<file path="src/rtl/mdu_scheduler.sv">
// mdu_scheduler: issues multiply/divide requests from two pipes onto one
// shared engine, owns the architectural HI/LO registers, orders pipe
// accesses to HI/LO against the operation in flight, and aborts operations
// whose engine never answers.
module mdu_scheduler #(
  parameter int WATCHDOG = 64
) (
  input  logic        clk,
  input  logic        rst,
  input  logic        stall_i,
  input  logic        flush_i,
  input  logic [1:0]  a_op,
  input  logic [1:0]  b_op,
  input  logic        a_div,
  input  logic        b_div,
  input  logic [31:0] a_src_a,
  input  logic [31:0] a_src_b,
  input  logic [31:0] b_src_a,
  input  logic [31:0] b_src_b,
  input  logic        a_rd,
  input  logic        b_rd,
  input  logic [1:0]  a_wr,
  input  logic [1:0]  b_wr,
  input  logic [31:0] a_wdata,
  input  logic [31:0] b_wdata,
  output logic        stall_a,
  output logic        stall_b,
  output logic [31:0] hi,
  output logic [31:0] lo,
  output logic        eng_start,
  output logic        eng_div,
  output logic        eng_signed,
  output logic [31:0] eng_a,
  output logic [31:0] eng_b,
  input  logic        eng_done,
  input  logic [63:0] eng_result,
  output logic        timeout_err
);

  localparam int WDW = $clog2(WATCHDOG + 1);
  localparam logic [WDW-1:0] WD_LAST = WDW'(WATCHDOG - 1);

  typedef enum logic [1:0] {IDLE, BUSY, DRAIN} state_t;

  state_t         state;
  logic [WDW-1:0] wdog;

  logic       a_req, b_req, a_any, b_any;
  logic       may_act, accept_a, accept_b;
  logic [1:0] write_a, write_b;

  // Request decode, HI/LO ordering stalls and acceptance qualification.
  // NOTE: every signal gets a default at the top of always_comb so no path
  // leaves it unassigned and no latch is inferred.
  always_comb begin
    a_req    = 1'b0;
    b_req    = 1'b0;
    a_any    = 1'b0;
    b_any    = 1'b0;
    stall_a  = 1'b0;
    stall_b  = 1'b0;
    may_act  = 1'b0;
    accept_a = 1'b0;
    accept_b = 1'b0;
    write_a  = 2'b00;
    write_b  = 2'b00;

    // Encoding 11 is illegal and behaves exactly like "no request".
    a_req = (a_op == 2'b01) || (a_op == 2'b10);
    b_req = (b_op == 2'b01) || (b_op == 2'b10);
    a_any = a_req || a_rd || (a_wr != 2'b00);
    b_any = b_req || b_rd || (b_wr != 2'b00);

    // While an operation is in flight HI/LO are not final, so any access waits.
    // In IDLE, B (younger) also waits behind an A issue or behind A's MTHI/MTLO
    // it would otherwise read too early.
    stall_a = (state != IDLE) && a_any;
    stall_b = ((state != IDLE) && b_any) ||
              ((state == IDLE) && ((a_req && b_any) ||
                                   ((a_wr != 2'b00) && b_rd)));

    may_act  = (state == IDLE) && !stall_i && !flush_i;
    accept_a = may_act && a_req;
    accept_b = may_act && b_req && !a_req && !stall_b;
    write_a  = may_act ? a_wr : 2'b00;
    write_b  = (may_act && !stall_b) ? b_wr : 2'b00;
  end

  // Scheduler FSM: issue, commit/discard, watchdog abort and HI/LO updates.
  // NOTE: all state here uses non-blocking assignments so every register
  // samples the pre-edge values, independent of statement order.
  always_ff @(posedge clk or negedge rst) begin
    if (!rst) begin
      state       <= IDLE;
      wdog        <= '0;
      hi          <= '0;
      lo          <= '0;
      eng_start   <= 1'b0;
      eng_div     <= 1'b0;
      eng_signed  <= 1'b0;
      eng_a       <= '0;
      eng_b       <= '0;
      timeout_err <= 1'b0;
    end else begin
      eng_start   <= 1'b0;
      timeout_err <= 1'b0;
      unique case (state)
        IDLE: begin
          if (accept_a) begin
            eng_a      <= a_src_a;
            eng_b      <= a_src_b;
            eng_div    <= a_div;
            eng_signed <= (a_op == 2'b10);
            eng_start  <= 1'b1;
            wdog       <= '0;
            state      <= BUSY;
          end else if (accept_b) begin
            eng_a      <= b_src_a;
            eng_b      <= b_src_b;
            eng_div    <= b_div;
            eng_signed <= (b_op == 2'b10);
            eng_start  <= 1'b1;
            wdog       <= '0;
            state      <= BUSY;
          end
          // B is younger, so its write to the same half lands last.
          if (write_b[1])      hi <= b_wdata;
          else if (write_a[1]) hi <= a_wdata;
          if (write_b[0])      lo <= b_wdata;
          else if (write_a[0]) lo <= a_wdata;
        end
        BUSY: begin
          if (eng_done) begin
            if (!flush_i) begin
              hi <= eng_result[63:32];
              lo <= eng_result[31:0];
            end
            state <= IDLE;
          end else if (wdog == WD_LAST) begin
            timeout_err <= 1'b1;
            state       <= IDLE;
          end else begin
            wdog <= wdog + WDW'(1);
            if (flush_i) state <= DRAIN;
          end
        end
        DRAIN: begin
          // The killed operation's result is swallowed here.
          if (eng_done) begin
            state <= IDLE;
          end else if (wdog == WD_LAST) begin
            timeout_err <= 1'b1;
            state       <= IDLE;
          end else begin
            wdog <= wdog + WDW'(1);
          end
        end
        default: state <= IDLE;
      endcase
    end
  end

endmodule
</file>
<file path="config.mk">
export PLATFORM = sky130hd
export DESIGN_NAME = mdu_scheduler
export DESIGN_NICKNAME = d
export VERILOG_FILES = /design/src/rtl/mdu_scheduler.sv
export SDC_FILE = /design/constraint.sdc
export NUM_CORES = 1
export LEC_CHECK = 0
export ABC_AREA = 1
export CAP_MARGIN = 20
export CORE_ASPECT_RATIO = 1.5
export CORE_MARGIN = 3
export CORE_UTILIZATION = 25
export CTS_BUF_LIST = sky130_fd_sc_hd__clkbuf_16
export DETAILED_ROUTE_END_ITERATION = 6
export GPL_ROUTABILITY_DRIVEN = 0
export HOLD_SLACK_MARGIN = 0.15
export MAX_ROUTING_LAYER = met4
export PLACE_DENSITY = 0.65
export SLEW_MARGIN = 20
export SYNTH_ARGS = -nofsm -noshare
export SYNTH_HDL_FRONTEND = slang
export SYNTH_SLANG_ARGS = --single-unit
</file>
<file path="constraint.sdc">
create_clock -name clk -period 4.1 [get_ports clk]
set_input_delay 0.615 -clock clk [delete_from_list [all_inputs] [get_ports clk]]
set_output_delay 0.615 -clock clk [all_outputs]
set_load 0.02 [all_outputs]
</file>
After elaboration in Yosys (flattened, before gate mapping)
Cells that the tools add are included.
{"block": "totals", "reg_bits": 141, "output_inout_bits": 134, "word_cells": 103, "input_bits": 273}
{"block": "classes", "muxes": 39, "eq_ne": 16, "addsub": 1, "reduce_logical": 37}
{"cell": "32-bit two-way mux", "count": 12}
{"cell": "32-bit one-hot mux with 2 select lines", "count": 2}
{"cell": "7-bit two-way mux", "count": 4}
{"cell": "2-bit two-way mux", "count": 9}
{"cell": "7-bit one-hot mux with 2 select lines", "count": 1}
{"cell": "1-bit logical AND", "count": 12}
{"cell": "3-bit inequality test, second input constant", "count": 4}
{"cell": "4-bit AND reduction", "count": 3}
{"cell": "2-bit nonzero test", "count": 6}
{"cell": "1-bit two-way mux", "count": 10}
{"cell": "1-bit logical OR", "count": 8}
{"cell": "2-bit inequality test, second input constant", "count": 4}
{"cell": "7-bit by 1-bit adder with 7-bit output, second input constant", "count": 1}
{"cell": "7-bit by 6-bit == test with 1-bit output, second input constant", "count": 1}
{"cell": "2-bit by 1-bit == test with 1-bit output, second input constant", "count": 3}
{"cell": "2-bit == test, second input constant", "count": 3}
{"cell": "2-bit one-hot mux with 3 select lines", "count": 1}
{"cell": "1-bit logical NOT", "count": 4}
{"cell": "4-bit inequality test, second input constant", "count": 1}
{"cell": "3-bit AND reduction", "count": 1}
{"cell": "2-bit logical NOT", "count": 1}
{"cell": "2-bit AND reduction", "count": 1}
{"cell": "2-bit OR reduction", "count": 1}

Depth between registers and ports, before layout
{"block": "logic_depth", "depth_word": 13, "mapped_depth": 13, "mapped_depth_nobuf": 12}

Least setup slack after synthesis
No wires, ideal clock.
{"block": "synth_timing", "kind": "input -> output", "startpoint": "input b_op[0]", "endpoint": "output stall_b", "setup_slack_ns": 1.783, "cell_stages": 9, "arrival_ns": 1.702, "t_required_ns": 3.485, "path_buffers": 2, "cell_sequence": "inv_1 > ha_1 > inv_1 > nor2_1 > nand2_1 > a21oi_1 > buf_2 > buf_2 > inv_1"}
{"block": "synth_between", "elab_chain_cells": 8, "elab_cells_between_ends": 10, "classes_between": "eq/ne (2); reduce/logical (8)"}
{"item": "start, declared", "line": "13", "text": "input logic [1:0] b_op,"}
{"item": "2-bit by 1-bit == test with 1-bit output or 2-bit == test (tied branches)", "line": "70", "text": "b_req = (b_op == 2'b01) || (b_op == 2'b10);"}
{"item": "1-bit logical OR (*)", "line": "70"}
{"item": "1-bit logical OR (*) (2 in a row)", "line": "72", "text": "b_any = b_req || b_rd || (b_wr != 2'b00);"}
{"item": "1-bit logical AND", "line": "79", "text": "((state == IDLE) && ((a_req && b_any) ||"}
{"item": "1-bit logical OR", "line": "79"}
{"item": "1-bit logical AND", "line": "79"}
{"item": "1-bit logical OR (*)", "line": "78", "text": "stall_b = ((state != IDLE) && b_any) ||"}
{"item": "end, declared", "line": "27", "text": "output logic stall_b,"}
Every way passes the cells marked *; elsewhere a longest branch is shown, timed or not.

Worst setup path after layout
Same ends and word-level chain as after synthesis.

==> results.md <==
* Global-route wire length before repair at 49.1 mm
* Post-DR wirelength/cell at 16.3 µm
* R2r setup slk at 1.51 ns
* Worst R2R Start: state[0]
* Clock share of power at 17.0%
* Startpoint Class: input pin
* Post-CTS Resized at 0
* Switching power at 0.00397 W
* Pre-antenna DRT Iters at 5
* Slew HR at 46.1%
* Avg Cell Area, Syn at 6.83 µm²
* Path depth of the worst reg2reg path at 9
* Port Buf Inserts at 406
* Area contributors post-synth: dfrtp_1 44%, nand2_1 17%, nor2_1 9.7%, nand4_1 5.2%, nand3_1 4.7%
* Met1 WL at 12.5 mm
* Switching share of power at 44.1%
* Fill count at 3260
* Vias in the first global route at 8995
* DIE AREA at 34200 µm²
* Sequential share of the synthesized area at 44.1%
* CORE AREA at 31300 µm²
* Detail Placement HPWL at 23.9 mm
* Synth unique cells at 23
* Initial DRC count at 490
* Area Overhead vs Synth at 62.3%
* Layout cells sized above 1 at 3.69%
* RSZ-0062 raised after global routing: no
* Post-DRT Antenna Nets at 0
* Top-area cell type share of the netlist area at 44.1%
* Post-synth top cells: 355 x nand2_1, 207 x nor2_1, 141 x dfrtp_1
* Fin. Hold Viols at 0
* Ys async rst share at 100%
* Highest Signal Layer: met4
* Initial antenna violation count at 0
* CTS Buf Count at 17
* Post-CTS Repair Setup Buffers at 0
* Layout Nets at 1813
* # DRC at 0
* Combinational share of power at 55.6%
* Vias post-DR at 9100
* Drt total wl at 31.8 mm
* Cell accounting for the most synthesized area: dfrtp_1
* VDD IR max at 0.301 mV
* Final setup fails at 0
* Synth Cell Area at 8000 µm²
* Post-layout min period at 3.14 ns
* Post-placement setup slack at 0.937 ns
* Tot GR Track Use at 18.6%
* Syn Nets at 1452
* Max_cap viols at 0
* Fmax at 319 MHz
* Hold Crit Class: input pin to asynchronous set/reset pin
* Row cnt at 79
* CP Launch Point: b_op[0]
* Layout Skew at 0.0128 ns
* Metal3 WL at 2.62 mm
* CTS Buffer Depth at 2
* Total gr overflow at 0
* Req. time, crit path at 3.48 ns
* TritonCTS clock tree: yes
* Synth warn at 0
* Post-synth EDFFs at 0
* Die X at 152 µm
* Vias per cell at 4.66
* Hold-fix buffers, CTS at 0
* # IOs at 407
* CP arrival at 2.52 ns
* Max-slew violation count at 0
* Setup TNS at 0 ns
* Die Y at 225 µm
* Flops & latches, synth at 141
* R2R Path End: eng_a[25]
* Clock Sinks at 141
* CTS root buffer: clkbuf_16
* Antenna diodes at 0
* Worst skew pair latency at 0.43 ns
* Final hold slack at 0.171 ns
* Worst Max-Slew Pin Slew at 0.809 ns
* LEAKAGE at 6.14 nW
* Clock-pin slew on the worst setup and hold paths at 0.06 ns
* Cell count after synthesis at 1172
* Largest net degree at the start of global routing at 130
* Initial core utilization at 25.5%
* Outcome: completed
* H-tree level count at 4
* Cell internal pwr at 0.00504 W
* Sequential Power Share at 27.3%
* Met2 wire len at 15.6 mm
* Util after Layout at 41.5%
* Tcrit/Tclk final at 76.5%
* PwrDens at 694 nW/µm²
* Critical Path Fanout Max at 2
* Synth Flop Type: dfrtp_1
* CP Class: input pin to primary output
* Count leader, synth: nand2_1
* Critical Path End Type: primary output
* PnR worst setup slack at 0.964 ns
layer usage:
metal | global-route usage (%) | vias to the layer above
met5 | - | -
met1 | 21.0 | 4153
met3 | 5.71 | 59
met4 | 7.46 | 0
met2 | 30.8 | 411
li1 | - | 4477
sequential cells by signal, indices dropped and copies added (netlist names):
register and cells:
wdog 7, eng_div 1, eng_start 1, lo 32, eng_a 32, eng_signed 1
state 2, hi 32, timeout_err 1, eng_b 32
logic make-up after synthesis:
logic type,Yosys count,synth area share (%)
adders and majority gates,7,1.09
xor gates and xnor gates,1,0.109
AOI/OAI and AO/OA,143,8.99
DFF,141,44.1
buffers and inverters,165,8.35
and+or+nand+nor,715,37.4
cell type report:
| cell class | count | area (µm²) | area share [%] |
|---|---|---|---|
| timing repair buffer | 424 | 4240 | 32.6 |
| multi-input combinational | 866 | 3830 | 29.5 |
| sequential | 141 | 3530 | 27.2 |
| tap | 405 | 507 | 3.90 |
| clock buffer | 17 | 425 | 3.28 |
| inverter | 83 | 314 | 2.42 |
| clock inverter | 15 | 148 | 1.14 |
through the flow:
stage                     cells  power [W]  area [µm²]
after global routing       1951    0.00969       13000
after floorplan            1172    0.00522        8000
final                      1951    0.00901       13000
after detailed placement   1919    0.00755       12400
after global placement     1919    0.00745       12400
after CTS                  1951    0.00913       13000
critical path, stage by stage:
cell	delay, ns
clkdlybuf4s50_1	0.50
inv_1	0.05
ha_1	0.32
inv_1	0.05
nor2_1	0.08
nand2_1	0.10
a21oi_4	0.20
inv_1	0.07
clkdlybuf4s50_1	0.54
worst max path at each step:
stage                     slack (ns)  cells after the start         to
after global placement          0.93                      9    stall_b
after floorplan                 1.78                      9    stall_b
after global routing            0.85                      9    stall_b
after detailed placement        0.94                     12  eng_a[25]
final                           0.96                      9    stall_b
after CTS                       0.93                      9    stall_b
power groups by stage:
stage / combinational [W] / sequential [W] / clock [W]
final: 0.00501 / 0.00246 / 0.00154
after global routing: 0.00552 / 0.00254 / 0.00164
after CTS: 0.00508 / 0.00247 / 0.00158
after detailed placement: 0.00507 / 0.00248 / 0
after global placement: 0.00498 / 0.00247 / 0
after floorplan: 0.00201 / 0.00321 / 0
cells in the final DEF (no fill, tap or decap):
master | Yosys | final
a21oi_1 | 73 | 72
a21oi_4 | 0 | 1
buf_12 | 0 | 3
buf_4 | 2 | 15
buf_6 | 0 | 1
bufinv_16 | 0 | 2
clkbuf_16 | 0 | 17
clkdlybuf4s50_1 | 0 | 405
clkinv_1 | 0 | 2
clkinv_2 | 0 | 2
clkinv_4 | 0 | 3
clkinvlp_4 | 0 | 3
dfrtp_1 | 141 | 141
ha_1 | 7 | 7
inv_1 | 82 | 82
inv_2 | 1 | 1
inv_4 | 0 | 1
inv_6 | 0 | 2
nand2_1 | 355 | 354
nand2_2 | 3 | 2
nand2_4 | 0 | 2
nand3_1 | 75 | 75
nand3_2 | 1 | 1
nand3b_1 | 2 | 2
nand4_1 | 67 | 67
nor2_1 | 207 | 207
nor3_1 | 2 | 2
nor3_4 | 1 | 1
nor3b_1 | 2 | 2
o211ai_1 | 1 | 1
o21ai_0 | 68 | 68
o22ai_1 | 1 | 1
xnor2_1 | 1 | 1
Power figures use the tool's default switching activity.
